### config.mk
export PLATFORM = sky130hd
export DESIGN_NAME = hsm_axil_master
export DESIGN_NICKNAME = d
export VERILOG_FILES = /design/src/rtl/hsm_axil_pkg.sv /design/src/rtl/hsm_axil_master.sv
export SDC_FILE = /design/constraint.sdc
export NUM_CORES = 1
export LEC_CHECK = 0
export CAP_MARGIN = 20
export CORE_ASPECT_RATIO = 0.5
export CORE_MARGIN = 2
export CORE_UTILIZATION = 43
export CTS_BUF_LIST = sky130_fd_sc_hd__clkbuf_4 sky130_fd_sc_hd__clkbuf_8 sky130_fd_sc_hd__clkbuf_16
export CTS_CLUSTER_DIAMETER = 40
export DETAILED_ROUTE_END_ITERATION = 10
export GPL_ROUTABILITY_DRIVEN = 0
export PLACE_DENSITY = 0.84
export SLEW_MARGIN = 20
export SYNTH_ARGS = -nofsm -noshare
export SYNTH_HDL_FRONTEND = slang
export SYNTH_SLANG_ARGS = --single-unit
### constraint.sdc
create_clock -name M_AXI_ACLK -period 3.4 [get_ports M_AXI_ACLK]
set_clock_uncertainty 0.05 [all_clocks]
set_input_delay 0.85 -clock M_AXI_ACLK [delete_from_list [all_inputs] [get_ports M_AXI_ACLK]]
set_output_delay 0.85 -clock M_AXI_ACLK [all_outputs]
set_load 0.01 [all_outputs]
### src/rtl/hsm_axil_pkg.sv
// hsm_axil_pkg: response codes, FSM states and HSM register map for the AXI4-Lite initiator
package hsm_axil_pkg;
  localparam logic [1:0] RESP_OKAY   = 2'b00;
  localparam logic [1:0] RESP_EXOKAY = 2'b01;
  localparam logic [1:0] RESP_SLVERR = 2'b10;
  localparam logic [1:0] RESP_DECERR = 2'b11;
  localparam logic [3:0] REG_CTRL     = 4'h0;
  localparam logic [3:0] REG_STATUS   = 4'h4;
  localparam logic [3:0] REG_DATA_IN  = 4'h8;
  localparam logic [3:0] REG_DATA_OUT = 4'hC;
  typedef enum logic [2:0] {IDLE, WR, WR_RESP, RD_ADDR, RD_DATA, RSP} state_t;
endpackage

### src/rtl/hsm_axil_master.sv
// hsm_axil_master: single-outstanding AXI4-Lite initiator driven by a valid/ready command port
module hsm_axil_master
  import hsm_axil_pkg::*;
#(
  parameter int C_M_AXI_ADDR_WIDTH = 4,
  parameter int C_M_AXI_DATA_WIDTH = 32,
  parameter int TIMEOUT_CYCLES     = 1024
) (
  input  logic                            M_AXI_ACLK,
  input  logic                            M_AXI_ARESET,
  input  logic                            cmd_valid,
  output logic                            cmd_ready,
  input  logic                            cmd_write,
  input  logic [C_M_AXI_ADDR_WIDTH-1:0]   cmd_addr,
  input  logic [C_M_AXI_DATA_WIDTH-1:0]   cmd_wdata,
  input  logic [C_M_AXI_DATA_WIDTH/8-1:0] cmd_wstrb,
  output logic                            rsp_valid,
  input  logic                            rsp_ready,
  output logic                            rsp_write,
  output logic [C_M_AXI_DATA_WIDTH-1:0]   rsp_rdata,
  output logic [1:0]                      rsp_resp,
  output logic                            busy,
  output logic                            timeout_err,
  output logic [C_M_AXI_ADDR_WIDTH-1:0]   M_AXI_AWADDR,
  output logic [2:0]                      M_AXI_AWPROT,
  output logic                            M_AXI_AWVALID,
  input  logic                            M_AXI_AWREADY,
  output logic [C_M_AXI_DATA_WIDTH-1:0]   M_AXI_WDATA,
  output logic [C_M_AXI_DATA_WIDTH/8-1:0] M_AXI_WSTRB,
  output logic                            M_AXI_WVALID,
  input  logic                            M_AXI_WREADY,
  input  logic [1:0]                      M_AXI_BRESP,
  input  logic                            M_AXI_BVALID,
  output logic                            M_AXI_BREADY,
  output logic [C_M_AXI_ADDR_WIDTH-1:0]   M_AXI_ARADDR,
  output logic [2:0]                      M_AXI_ARPROT,
  output logic                            M_AXI_ARVALID,
  input  logic                            M_AXI_ARREADY,
  input  logic [C_M_AXI_DATA_WIDTH-1:0]   M_AXI_RDATA,
  input  logic [1:0]                      M_AXI_RRESP,
  input  logic                            M_AXI_RVALID,
  output logic                            M_AXI_RREADY
);
  localparam int CW = $clog2(TIMEOUT_CYCLES + 2);
  state_t state, state_n;
  logic acc, aw_hs, w_hs, wait_st, aw_done, w_done, write_q;
  logic [C_M_AXI_ADDR_WIDTH-1:0] addr_q;
  logic [C_M_AXI_DATA_WIDTH-1:0] wdata_q, rdata_q;
  logic [C_M_AXI_DATA_WIDTH/8-1:0] wstrb_q;
  logic [1:0] resp_q;
  logic [CW-1:0] cnt;
  assign cmd_ready     = state == IDLE && !M_AXI_ARESET;
  assign acc           = cmd_valid && cmd_ready;
  assign aw_hs         = M_AXI_AWVALID && M_AXI_AWREADY;
  assign w_hs          = M_AXI_WVALID && M_AXI_WREADY;
  assign wait_st       = state inside {WR, WR_RESP, RD_ADDR, RD_DATA};
  assign busy          = state != IDLE;
  assign rsp_valid     = state == RSP;
  assign rsp_write     = write_q;
  assign rsp_rdata     = rdata_q;
  assign rsp_resp      = resp_q;
  assign M_AXI_AWADDR  = addr_q;
  assign M_AXI_AWPROT  = 3'b000;
  assign M_AXI_AWVALID = state == WR && !aw_done;
  assign M_AXI_WDATA   = wdata_q;
  assign M_AXI_WSTRB   = wstrb_q;
  assign M_AXI_WVALID  = state == WR && !w_done;
  assign M_AXI_BREADY  = state == WR_RESP;
  assign M_AXI_ARADDR  = addr_q;
  assign M_AXI_ARPROT  = 3'b000;
  assign M_AXI_ARVALID = state == RD_ADDR;
  assign M_AXI_RREADY  = state == RD_DATA;
  always_ff @(posedge M_AXI_ACLK) begin
    state <= M_AXI_ARESET ? IDLE : state_n;
  end
  always_comb begin
    state_n = state;
    case (state)
      IDLE:    state_n = acc ? (cmd_write ? WR : RD_ADDR) : IDLE;
      WR:      state_n = (aw_done || aw_hs) && (w_done || w_hs) ? WR_RESP : WR;
      WR_RESP: state_n = M_AXI_BVALID ? RSP : WR_RESP;
      RD_ADDR: state_n = M_AXI_ARREADY ? RD_DATA : RD_ADDR;
      RD_DATA: state_n = M_AXI_RVALID ? RSP : RD_DATA;
      RSP:     state_n = rsp_ready ? IDLE : RSP;
      default: state_n = IDLE;
    endcase
  end
  always_ff @(posedge M_AXI_ACLK) begin
    if (M_AXI_ARESET) begin
      write_q     <= 1'b0;
      addr_q      <= '0;
      wdata_q     <= '0;
      wstrb_q     <= '0;
      rdata_q     <= '0;
      resp_q      <= '0;
      aw_done     <= 1'b0;
      w_done      <= 1'b0;
      cnt         <= '0;
      timeout_err <= 1'b0;
    end else begin
      if (acc) begin
        write_q <= cmd_write;
        addr_q  <= cmd_addr;
        wdata_q <= cmd_wdata;
        wstrb_q <= cmd_wstrb;
        aw_done <= 1'b0;
        w_done  <= 1'b0;
        cnt     <= '0;
      end
      if (state == WR) begin
        aw_done <= aw_done || aw_hs;
        w_done  <= w_done || w_hs;
      end
      if (state == WR_RESP && M_AXI_BVALID) begin
        resp_q  <= M_AXI_BRESP;
        rdata_q <= '0;
      end
      if (state == RD_DATA && M_AXI_RVALID) begin
        resp_q  <= M_AXI_RRESP;
        rdata_q <= M_AXI_RDATA;
      end
      if (wait_st && cnt != CW'(TIMEOUT_CYCLES)) cnt <= cnt + 1'b1;
      if (wait_st && TIMEOUT_CYCLES != 0 && cnt == CW'(TIMEOUT_CYCLES - 1)) timeout_err <= 1'b1;
    end
  end
endmodule

==> flow_summary_export.csv, run 1 <==
group,metric,value,unit
worst_setup_path,path_cells,"clkdlybuf4s50_1, nor4_1, clkdlybuf4s50_1",
cells_and_area,seq_area,1840,um2
placed_design,placed_cells,687,
grt,grt_pass1_vias,3027,
worst_setup_path,worst_setup_path_end_kind,"primary output",
synth,synth_ff_type,"dfxtp_1",
run_status,status,"finished clean",
worst_setup_path,startpoint,"M_AXI_ARESET",
power,ir_drop,0.318,mV
floorplan,rows,23,
clocking,cts_setup_buffers,0,
power,total_leakage_power,2.23,nW
synth,ys_seq_elements,92,
floorplan,die_w,134,um
worst_setup_path,cp_max_fo,3,
clocking,clkTransAtPathRegs,0.06,ns
synth,synth_cell_types,46,
drt,firstDrtPassIters,5,
timing,maxSlewViolCount,0,
synth,synth_most_common_cell,"nand2_1",
synth,synth.avg_cell_area,8.39,um2
cells_and_area,fin_area,5680,um2
placed_design,port_buffers,173,
timing,setup_tns,0,ns
drt,drtAntennaViolNets,0,
cells_and_area,drive_gt1_share,4.58,%
worst_setup_path,critPathBufInv,2,
cells_and_area,area_growth,56.7,%
grt,globalRouteTotalUtil,20.7,%
timing,slew_headroom,56.1,%
floorplan,die_h,68.9,um
placed_design,place.detailed.hpwl,6890,um
grt,grt_start_max_net_pins,48,
worst_setup_path,worstSetupPathType,"in -> out",
synth,ys_seq_area_share,50.8,%
clocking,worstSkewPairLatency,0.33,ns
worst_setup_path,reg2reg_slack,0.92,ns
synth,synth_top_cell_by_area,"dfxtp_1",
clocking,h-tree-depth,3,
clocking,clkSinkCount,92,
grt,grt_pass1_wl,15100,um
worst_setup_path,crit_path_start_kind,"input port",
clocking,cts_tree,"done",
timing,finalSetupViolCount,0,
worst_setup_path,required,2.50,ns
hold_path,hold_path_class,"reg -> reg",
worst_setup_path,critPathMostFrequentCell,"clkdlybuf4s50_1",
drt,wl_met2,5010,um
cells_and_area,n_fill_cell,656,
floorplan,coreArea,8090,um2
clocking,numCtsBuffers,9,
synth,synth_common_cells,"nand2_1, dfxtp_1, nand3_1",
drt,initialDrtViolationCount,189,
synth,synthTopCellsByArea,"dfxtp_1, nand2_1, a22oi_1",
worst_setup_path,cp.arrival,2.22,ns
worst_setup_path,cpMaxStageDelayCell,"clkdlybuf4s50_1",
grt,antenna_found_initial,0,
job,maxCapViolCount,0,
floorplan,initial_core_util,44.8,%
power,power,0.00267,W
worst_setup_path,r2r-start,"cnt[0]$_SDFFE_PP0P_",
synth,netlist_instances,432,
floorplan,io_pins,180,
clocking,root_buffer,"clkbuf_16",
drt,wirelength,9970,um
timing,timing.final.hold_violations,0,
cells_and_area,multi_input_area,1590,um2
synth,synthesis.area,3620,um2
cells_and_area,layoutNonFillerInstCount,702,
timing,hold_ws,0.403,ns
worst_setup_path,critPathTopFamily,"buffers and inverters",
synth,synth_edf_count,0,
floorplan,die_area,9220,um2
timing,fin_crit,3.12,ns
worst_setup_path,cpPeakStageDelay,0.62,ns
drt,wl_met1,4240,um
timing,post-route-period-util,91.9,%
timing,worst_pin_slew,0.654,ns
power,pwr_density_cell,469,nW/um2
hold_path,hp-start,"M_AXI_WDATA[5]$_SDFFE_PP0P_",
synth,synth_top_area_share,50.8,%
timing,max_freq,320,MHz
grt,grt_overflow,0,
drt,vias_per_cell,5.02,
drt,vias,3526,
clocking,post_cts_resized,0,
synth,synthArstFlopShare,0,%
cells_and_area,nets,674,
drt,top_layer_used,"met4",
clocking,clockBufferDepth,2,
drt,wl_met3,657,um
drt,drc,0,
clocking,hold_buffers,0,
placed_design,place_area,5380,um2
synth,synth_warnings,0,
cells_and_area,diodes,0,
timing,rsz0062_at_grt,"no",
drt,routedWlPerCell,14.2,um
-- final timing paths --
check | endpoint | depth (start not counted)
worst max-delay path | cmd_ready | 3
worst min-delay path | M_AXI_WDATA[5]$_SDFFE_PP0P_ | 2
worst max register to register | cnt[10]$_SDFFE_PP0P_ | 6
worst min register to register | M_AXI_WDATA[5]$_SDFFE_PP0P_ | 2
-- stage by stage --
stage | util (%) | worst slack, ns
global placement | 66.5 | 0.334
global route | 70.2 | 0.184
detailed placement | 66.5 | 0.276
finish | 70.2 | 0.275
CTS | 70.2 | 0.276
floorplan | - | 1.18
-- logic make-up after synthesis --
group | count (synthesis) | synth area share (%)
AND/OR/NAND/NOR | 219 | 27.3
flip-flops | 92 | 50.8
adder cells (fa/ha/maj) | 2 | 0.690
AO/OA/AOI/OAI | 62 | 12.9
other | 1 | 0.103
XOR/XNOR | 3 | 0.725
multiplexers | 4 | 1.11
buffers and inverters | 49 | 6.35
-- routing by layer --
metal,global-route usage [%],vias up
met3,6.73,8
li1,-,1768
met5,0,-
met2,37.2,104
met1,24.7,1646
met4,4.92,0
-- sequential cells by signal, indices dropped and copies added, names as in the netlist --
register      count
M_AXI_WSTRB       4
state             3
w_done            1
rsp_write         1
rsp_rdata        32
cnt              11
aw_done           1
M_AXI_ARADDR      4
M_AXI_WDATA      32
rsp_resp          2
timeout_err       1
-- final cells by class --
| type | instances | share of cell area (%) |
|---|---|---|
| Clock inverter | 4 | 0.859 |
| Inverter | 8 | 0.529 |
| Clock buffer | 11 | 4.45 |
| Multi-Input combinational cell | 296 | 28.0 |
| Timing Repair Buffer | 179 | 31.3 |
| Tap cell | 112 | 2.47 |
| Sequential cell | 92 | 32.4 |
-- where the power goes --
group / switching, W / internal (W)
sequential: 0.0000473 / 0.00114
combinational: 0.000208 / 0.000265
clock: 0.000398 / 0.000604
-- worst reg2reg max path, cell delays in order, from the launching register on --
cell and delay [ns]:
dfxtp_1 0.35, inv_1 0.11, ha_1 0.15, or4b_1 0.44
o311a_1 0.49, nor3_1 0.56, a221o_1 0.27
-- cell usage in the layout, fill, tap and decap left out, types with 4 or more instances in the layout --
master           instances
a22oi_1                 33
dfxtp_1                 92
a21oi_1                  5
nand3_1                 46
nand2_1                 93
clkbuf_16                9
clkdlybuf4s50_1        173
nor3_1                   9
or3_1                    4
conb_1                   6
nor2_1                  44
mux2i_1                  4
buf_4                    6
inv_1                    8
Power figures use the tool's default switching activity.
==> run 2, diff against run 1 <==
CORE_ASPECT_RATIO = 0.75   (was 0.5)
clock period = 3.79 ns   (was 3.4 ns; I/O delays follow)
==> run 2 against run 1 <==
  * Combinational power down 8.9%
  * Utilization down 0.41 points
  * Worst setup slack better by 0.19 ns
  * Critical path depth unchanged
  * Clock power down 26%
  * Power down 16%
  * Clock-buffer cell count unchanged
  * Via count up 0.82%
  * Hold slack better by 0.0013 ns
  * Wire length up 4.4%
  * Sequential share of layout area up 0.45 points
  * Flip-flop and latch count unchanged
==> flow_summary_export.csv, run 2 (same netlist as run 1, synthesis figures left out) <==
group,metric,value,unit
drt,top_layer_used,"met4",
job,maxCapViolCount,0,
clocking,cts_tree,"done",
clocking,root_buffer,"clkbuf_8",
worst_setup_path,r2r-start,"cnt[0]$_SDFFE_PP0P_",
drt,vias_per_cell,5.11,
floorplan,coreArea,8020,um2
grt,grt_start_max_net_pins,48,
timing,worst_pin_slew,0.698,ns
drt,vias,3555,
timing,rsz0062_at_grt,"no",
drt,wl_met2,5110,um
worst_setup_path,worst_setup_path_end_kind,"primary output",
clocking,clkTransAtPathRegs,0.08,ns
timing,setup_slack,0.465,ns
placed_design,place.detailed.hpwl,7550,um
hold_path,hp-start,"M_AXI_WDATA[27]$_SDFFE_PP0P_",
worst_setup_path,crit_path_start_kind,"input port",
cells_and_area,diodes,0,
clocking,worstSkewPairLatency,0.36,ns
placed_design,place_area,5380,um2
drt,initialDrtViolationCount,189,
grt,antenna_found_initial,0,
floorplan,io_pins,180,
drt,drtAntennaViolNets,0,
run_status,status,"finished clean",
floorplan,rows,28,
floorplan,die_w,110,um
timing,fin_crit,3.32,ns
worst_setup_path,reg2reg_slack,1.27,ns
worst_setup_path,cp.arrival,2.33,ns
power,power,0.00223,W
drt,wl_met3,732,um
clocking,clockBufferDepth,2,
clocking,h-tree-depth,3,
cells_and_area,final_cell_mix,"clkdlybuf4s50_1, nand2_1, dfxtp_1, nand3_1, nor2_1",
worst_setup_path,required,2.79,ns
clocking,hold_buffers,0,
clocking,clkSinkCount,92,
cells_and_area,mostFrequentLayoutCell,"clkdlybuf4s50_1",
placed_design,place_ws,0.458,ns
placed_design,port_buffers,173,
timing,finalSetupViolCount,0,
floorplan,initial_core_util,45.2,%
worst_setup_path,timing.rr.end,"cnt[2]$_SDFFE_PP0P_",
cells_and_area,fin_area,5600,um2
timing,max_freq,301,MHz
drt,wl_met1,4370,um
timing,slew_headroom,53.1,%
clocking,post_cts_resized,0,
timing,setup_tns,0,ns
power,ir_drop,0.284,mV
floorplan,die_area,9190,um2
drt,drc,0,
grt,grt_pass1_vias,3485,
timing,maxSlewViolCount,0,
drt,firstDrtPassIters,6,
timing,post-route-period-util,87.7,%
worst_setup_path,cp_max_fo,3,
clocking,cts_setup_buffers,0,
grt,globalRouteTotalUtil,23.5,%
floorplan,die_h,83.5,um
cells_and_area,area_growth,54.6,%
grt,grt_pass1_wl,17200,um
hold_path,hold_path_class,"reg -> reg",
timing,hold_ws,0.404,ns
hold_path,hold_path_end,"M_AXI_WDATA[27]$_SDFFE_PP0P_",
cells_and_area,nets,675,
clocking,numCtsBuffers,9,
power,total_leakage_power,2.20,nW
hold_path,worst_hold_path.num_cells,2,
worst_setup_path,worstSetupPathType,"in -> out",
drt,wirelength,10400,um
grt,grt_overflow,0,
power,pwr_density_cell,399,nW/um2
worst_setup_path,rr_worst_depth,6,
drt,routedWlPerCell,14.9,um
cells_and_area,drive_gt1_share,4.91,%
timing,timing.final.hold_violations,0,
==> run 2: cell types whose count changed in the layout (fill, tap and decap cells not counted), sizes merged <==
cell      delta
buf          +1
clkinv       -2
bufinv       +1
clkinvlp     +1
==> run 2: worst max path at each step <==
stage / depth (start not counted) / slack, ns / start / endpoint
2_1_floorplan: 1 / 1.38 / M_AXI_ARESET / cmd_ready
3_3_place_gp: 3 / 0.47 / M_AXI_ARESET / cmd_ready
3_5_place_dp: 3 / 0.46 / M_AXI_ARESET / cmd_ready
4_1_cts: 3 / 0.45 / M_AXI_ARESET / cmd_ready
5_1_grt: 3 / 0.35 / M_AXI_ARESET / cmd_ready
6_report: 3 / 0.47 / M_AXI_ARESET / cmd_ready
==> run 2: critical path, cell delays in order <==
cell             delay, ns
clkdlybuf4s50_1       0.43
nor4_1                0.33
clkdlybuf4s50_1       0.62
==> run 2: routing by layer <==
layer | GRT usage, % | vias to the layer above
li1 | - | 1766
met1 | 28.5 | 1668
met2 | 38.5 | 102
met3 | 8.20 | 19
met4 | 7.71 | 0
met5 | 0 | -
==> run 2: power breakdown <==
| group | switching, W | leakage (nW) | internal (W) | total (W) |
|---|---|---|---|---|
| Clock | 0.000334 | 0.111 | 0.000403 | 0.000737 |
| Sequential | 0.0000434 | 0.749 | 0.00102 | 0.00107 |
| Combinational | 0.000191 | 1.34 | 0.000239 | 0.000430 |
==> run 2: metrics by stage <==
| stage | instances | utilization (%) |
|---|---|---|
| 2_1_floorplan | 437 | - |
| 3_5_place_dp | 681 | 67.0 |
| 3_3_place_gp | 681 | 67.0 |
| 4_1_cts | 696 | 69.8 |
| 5_1_grt | 696 | 69.8 |
| 6_report | 696 | 69.8 |
==> run 2: area by class of cell <==
cell class / instances / area (um2)
fill: 650 / 2420
timing repair buffer: 180 / 1780
inverter: 8 / 30.0
sequential: 92 / 1840
multi-input combinational: 296 / 1590
clock inverter: 4 / 72.6
tap: 105 / 131
clock buffer: 11 / 151
==> run 3, diff against run 2 <==
ABC_AREA = 1   (was default)
CORE_UTILIZATION = 44   (was 43)
TNS_END_PERCENT = 10   (was default)
==> run 3 against run 2 <==
  * Wire length up 5.3%
  * Largest cell class unchanged
  * Flip-flop and latch count unchanged
  * Hold slack better by 0.0056 ns
  * Register-to-register slack better by 0.63 ns
  * Critical path depth did not move
  * Via count increased by 12%
==> flow_summary_export.csv, run 3 <==
group,metric,value,unit
worst_setup_path,required,2.79,ns
synth,synthTopCellsByArea,"dfxtp_1, nand2_1, nand3_1",
synth,synthesis.area,3790,um2
drt,wl_met3,1200,um
synth,ys_seq_elements,92,
drt,drtAntennaViolNets,0,
timing,timing.final.hold_violations,0,
drt,firstDrtPassIters,5,
floorplan,die_area,9380,um2
clocking,cts_setup_buffers,0,
worst_setup_path,cp_max_fo,2,
synth,synth_top_cell_by_area,"dfxtp_1",
placed_design,place_area,5460,um2
run_status,status,"finished clean",
floorplan,io_pins,180,
drt,vias_per_cell,5.14,
grt,grt_pass1_vias,3650,
drt,vias,3982,
cells_and_area,area_growth,51.6,%
clocking,cts_tree,"done",
drt,initialDrtViolationCount,420,
drt,drc,0,
power,ir_drop,0.311,mV
grt,grt_pass1_wl,17400,um
floorplan,coreArea,8420,um2
timing,finalSetupViolCount,0,
clocking,worstSkewPairLatency,0.33,ns
timing,maxSlewViolCount,0,
clocking,hold_buffers,0,
synth,synth_common_cells,"nand2_1, nand3_1, dfxtp_1",
worst_setup_path,crit_path_start_kind,"input port",
timing,post-route-period-util,82.4,%
placed_design,place.detailed.hpwl,7640,um
synth,synth_ff_type,"dfxtp_1",
clocking,clockBufferDepth,2,
grt,antenna_found_initial,0,
worst_setup_path,rr_worst_depth,7,
hold_path,worst_hold_path.num_cells,2,
clocking,clkTransAtPathRegs,0.06,ns
cells_and_area,final_cell_mix,"clkdlybuf4s50_1, nand2_1, nand3_1, dfxtp_1, a21oi_1",
job,maxCapViolCount,0,
placed_design,port_buffers,173,
synth,synth_most_common_cell,"nand2_1",
floorplan,rows,29,
grt,globalRouteTotalUtil,22.4,%
cells_and_area,final_core_utilization,68.3,%
drt,routedWlPerCell,14.1,um
synth,synthArstFlopShare,0,%
floorplan,initial_core_util,45.0,%
synth,synth.avg_cell_area,7.43,um2
synth,synth_cell_types,28,
clocking,numCtsBuffers,9,
grt,grt_overflow,0,
worst_setup_path,cp.arrival,2.13,ns
clocking,h-tree-depth,3,
cells_and_area,mostFrequentLayoutCell,"clkdlybuf4s50_1",
synth,ys_seq_area_share,48.6,%
hold_path,hold_path_class,"reg -> reg",
synth,synth_top_area_share,48.6,%
worst_setup_path,worst_setup_path_end_kind,"primary output",
worst_setup_path,worstSetupPathType,"in -> out",
drt,wl_met1,4470,um
clocking,clkSinkCount,92,
timing,worst_pin_slew,0.650,ns
clocking,root_buffer,"clkbuf_16",
power,pwr_density_cell,405,nW/um2
timing,max_freq,320,MHz
cells_and_area,diodes,0,
cells_and_area,nets,749,
cells_and_area,fin_area,5750,um2
synth,synth_warnings,0,
grt,grt_start_max_net_pins,45,
timing,fin_crit,3.12,ns
floorplan,die_w,111,um
drt,wl_met2,5100,um
synth,netlist_instances,510,
power,total_leakage_power,2.29,nW
clocking,post_cts_resized,0,
drt,top_layer_used,"met4",
drt,wirelength,11000,um
synth,synth_edf_count,0,
timing,rsz0062_at_grt,"no",
timing,slew_headroom,56.6,%
cells_and_area,drive_gt1_share,5.26,%
floorplan,die_h,84.4,um
timing,setup_tns,0,ns
## run 3: cell count changes after synthesis, moves of 5 or more
| cell | previous run | this run |
|---|---|---|
| nor2_1 | 45 | 29 |
| nand3_1 | 46 | 95 |
| a22oi_1 | 33 | 0 |
| nand2_1 | 93 | 142 |
| buf_2 | 1 | 11 |
| buf_1 | 8 | 3 |
| a21oi_1 | 5 | 48 |
| buf_4 | 10 | 15 |
| clkbuf_1 | 21 | 9 |
| inv_1 | 8 | 23 |
| nor3_1 | 9 | 1 |
| o21ai_0 | 2 | 12 |
## run 3: stage by stage
stage | power [W] | std cells | worst slack [ns] | hold slack [ns]
2_1_floorplan | 0.00126 | 515 | 1.54 | 0.433
3_3_place_gp | 0.00148 | 758 | 0.697 | 0.399
3_5_place_dp | 0.00148 | 758 | 0.679 | 0.403
4_1_cts | 0.00234 | 774 | 0.676 | 0.412
5_1_grt | 0.00242 | 774 | 0.648 | 0.433
6_report | 0.00233 | 774 | 0.667 | 0.410
## run 3: metal layers
layer	vias up	global-route usage (%)
li1	1944	-
met1	1810	27.3
met2	208	36.9
met3	20	8.52
met4	0	7.18
met5	-	0
## run 3: cells by family (layout without fill, tap and decap cells)
family / Yosys count / in the layout / synth area share, %
buffers and inverters: 69 / 220 / 9.37
DFF: 92 / 92 / 48.6
AOI/OAI and AO/OA: 64 / 64 / 8.65
other: 1 / 6 / 0.0989
xor gates and xnor gates: 1 / 1 / 0.231
adders and majority gates: 2 / 2 / 0.660
and+or+nand+nor: 281 / 281 / 32.4
## run 3: final timing paths
path / end / slack (ns) / from
worst max register to register: rsp_write$_SDFFE_PP0P_ / 1.90 / state[1]$_SDFF_PP0_
worst max-delay path: cmd_ready / 0.67 / M_AXI_ARESET
worst min-delay path: rsp_rdata[10]$_SDFFE_PP0P_ / 0.41 / rsp_rdata[10]$_SDFFE_PP0P_
worst min register to register: rsp_rdata[10]$_SDFFE_PP0P_ / 0.41 / rsp_rdata[10]$_SDFFE_PP0P_
## run 3: final cells by class
type,count,area [um2]
multi-input combinational,354,1610
fill,661,2670
tap,108,135
inverter,27,104
clock inverter,5,43.8
clock buffer,11,246
timing repair buffer,177,1760
sequential,92,1840
## run 3: power breakdown
| group | internal (W) | switching [W] | total (W) | leakage [nW] |
|---|---|---|---|---|
| combinational | 0.000216 | 0.000194 | 0.000410 | 1.40 |
| clock | 0.000478 | 0.000383 | 0.000862 | 0.144 |
| sequential | 0.00102 | 0.0000336 | 0.00105 | 0.749 |
| total | 0.00172 | 0.000611 | 0.00233 | 2.29 |
## run 3: critical path, stage by stage
cell and delay [ns]:
clkdlybuf4s50_1 0.47, nor2_4 0.16, clkdlybuf4s50_1 0.54
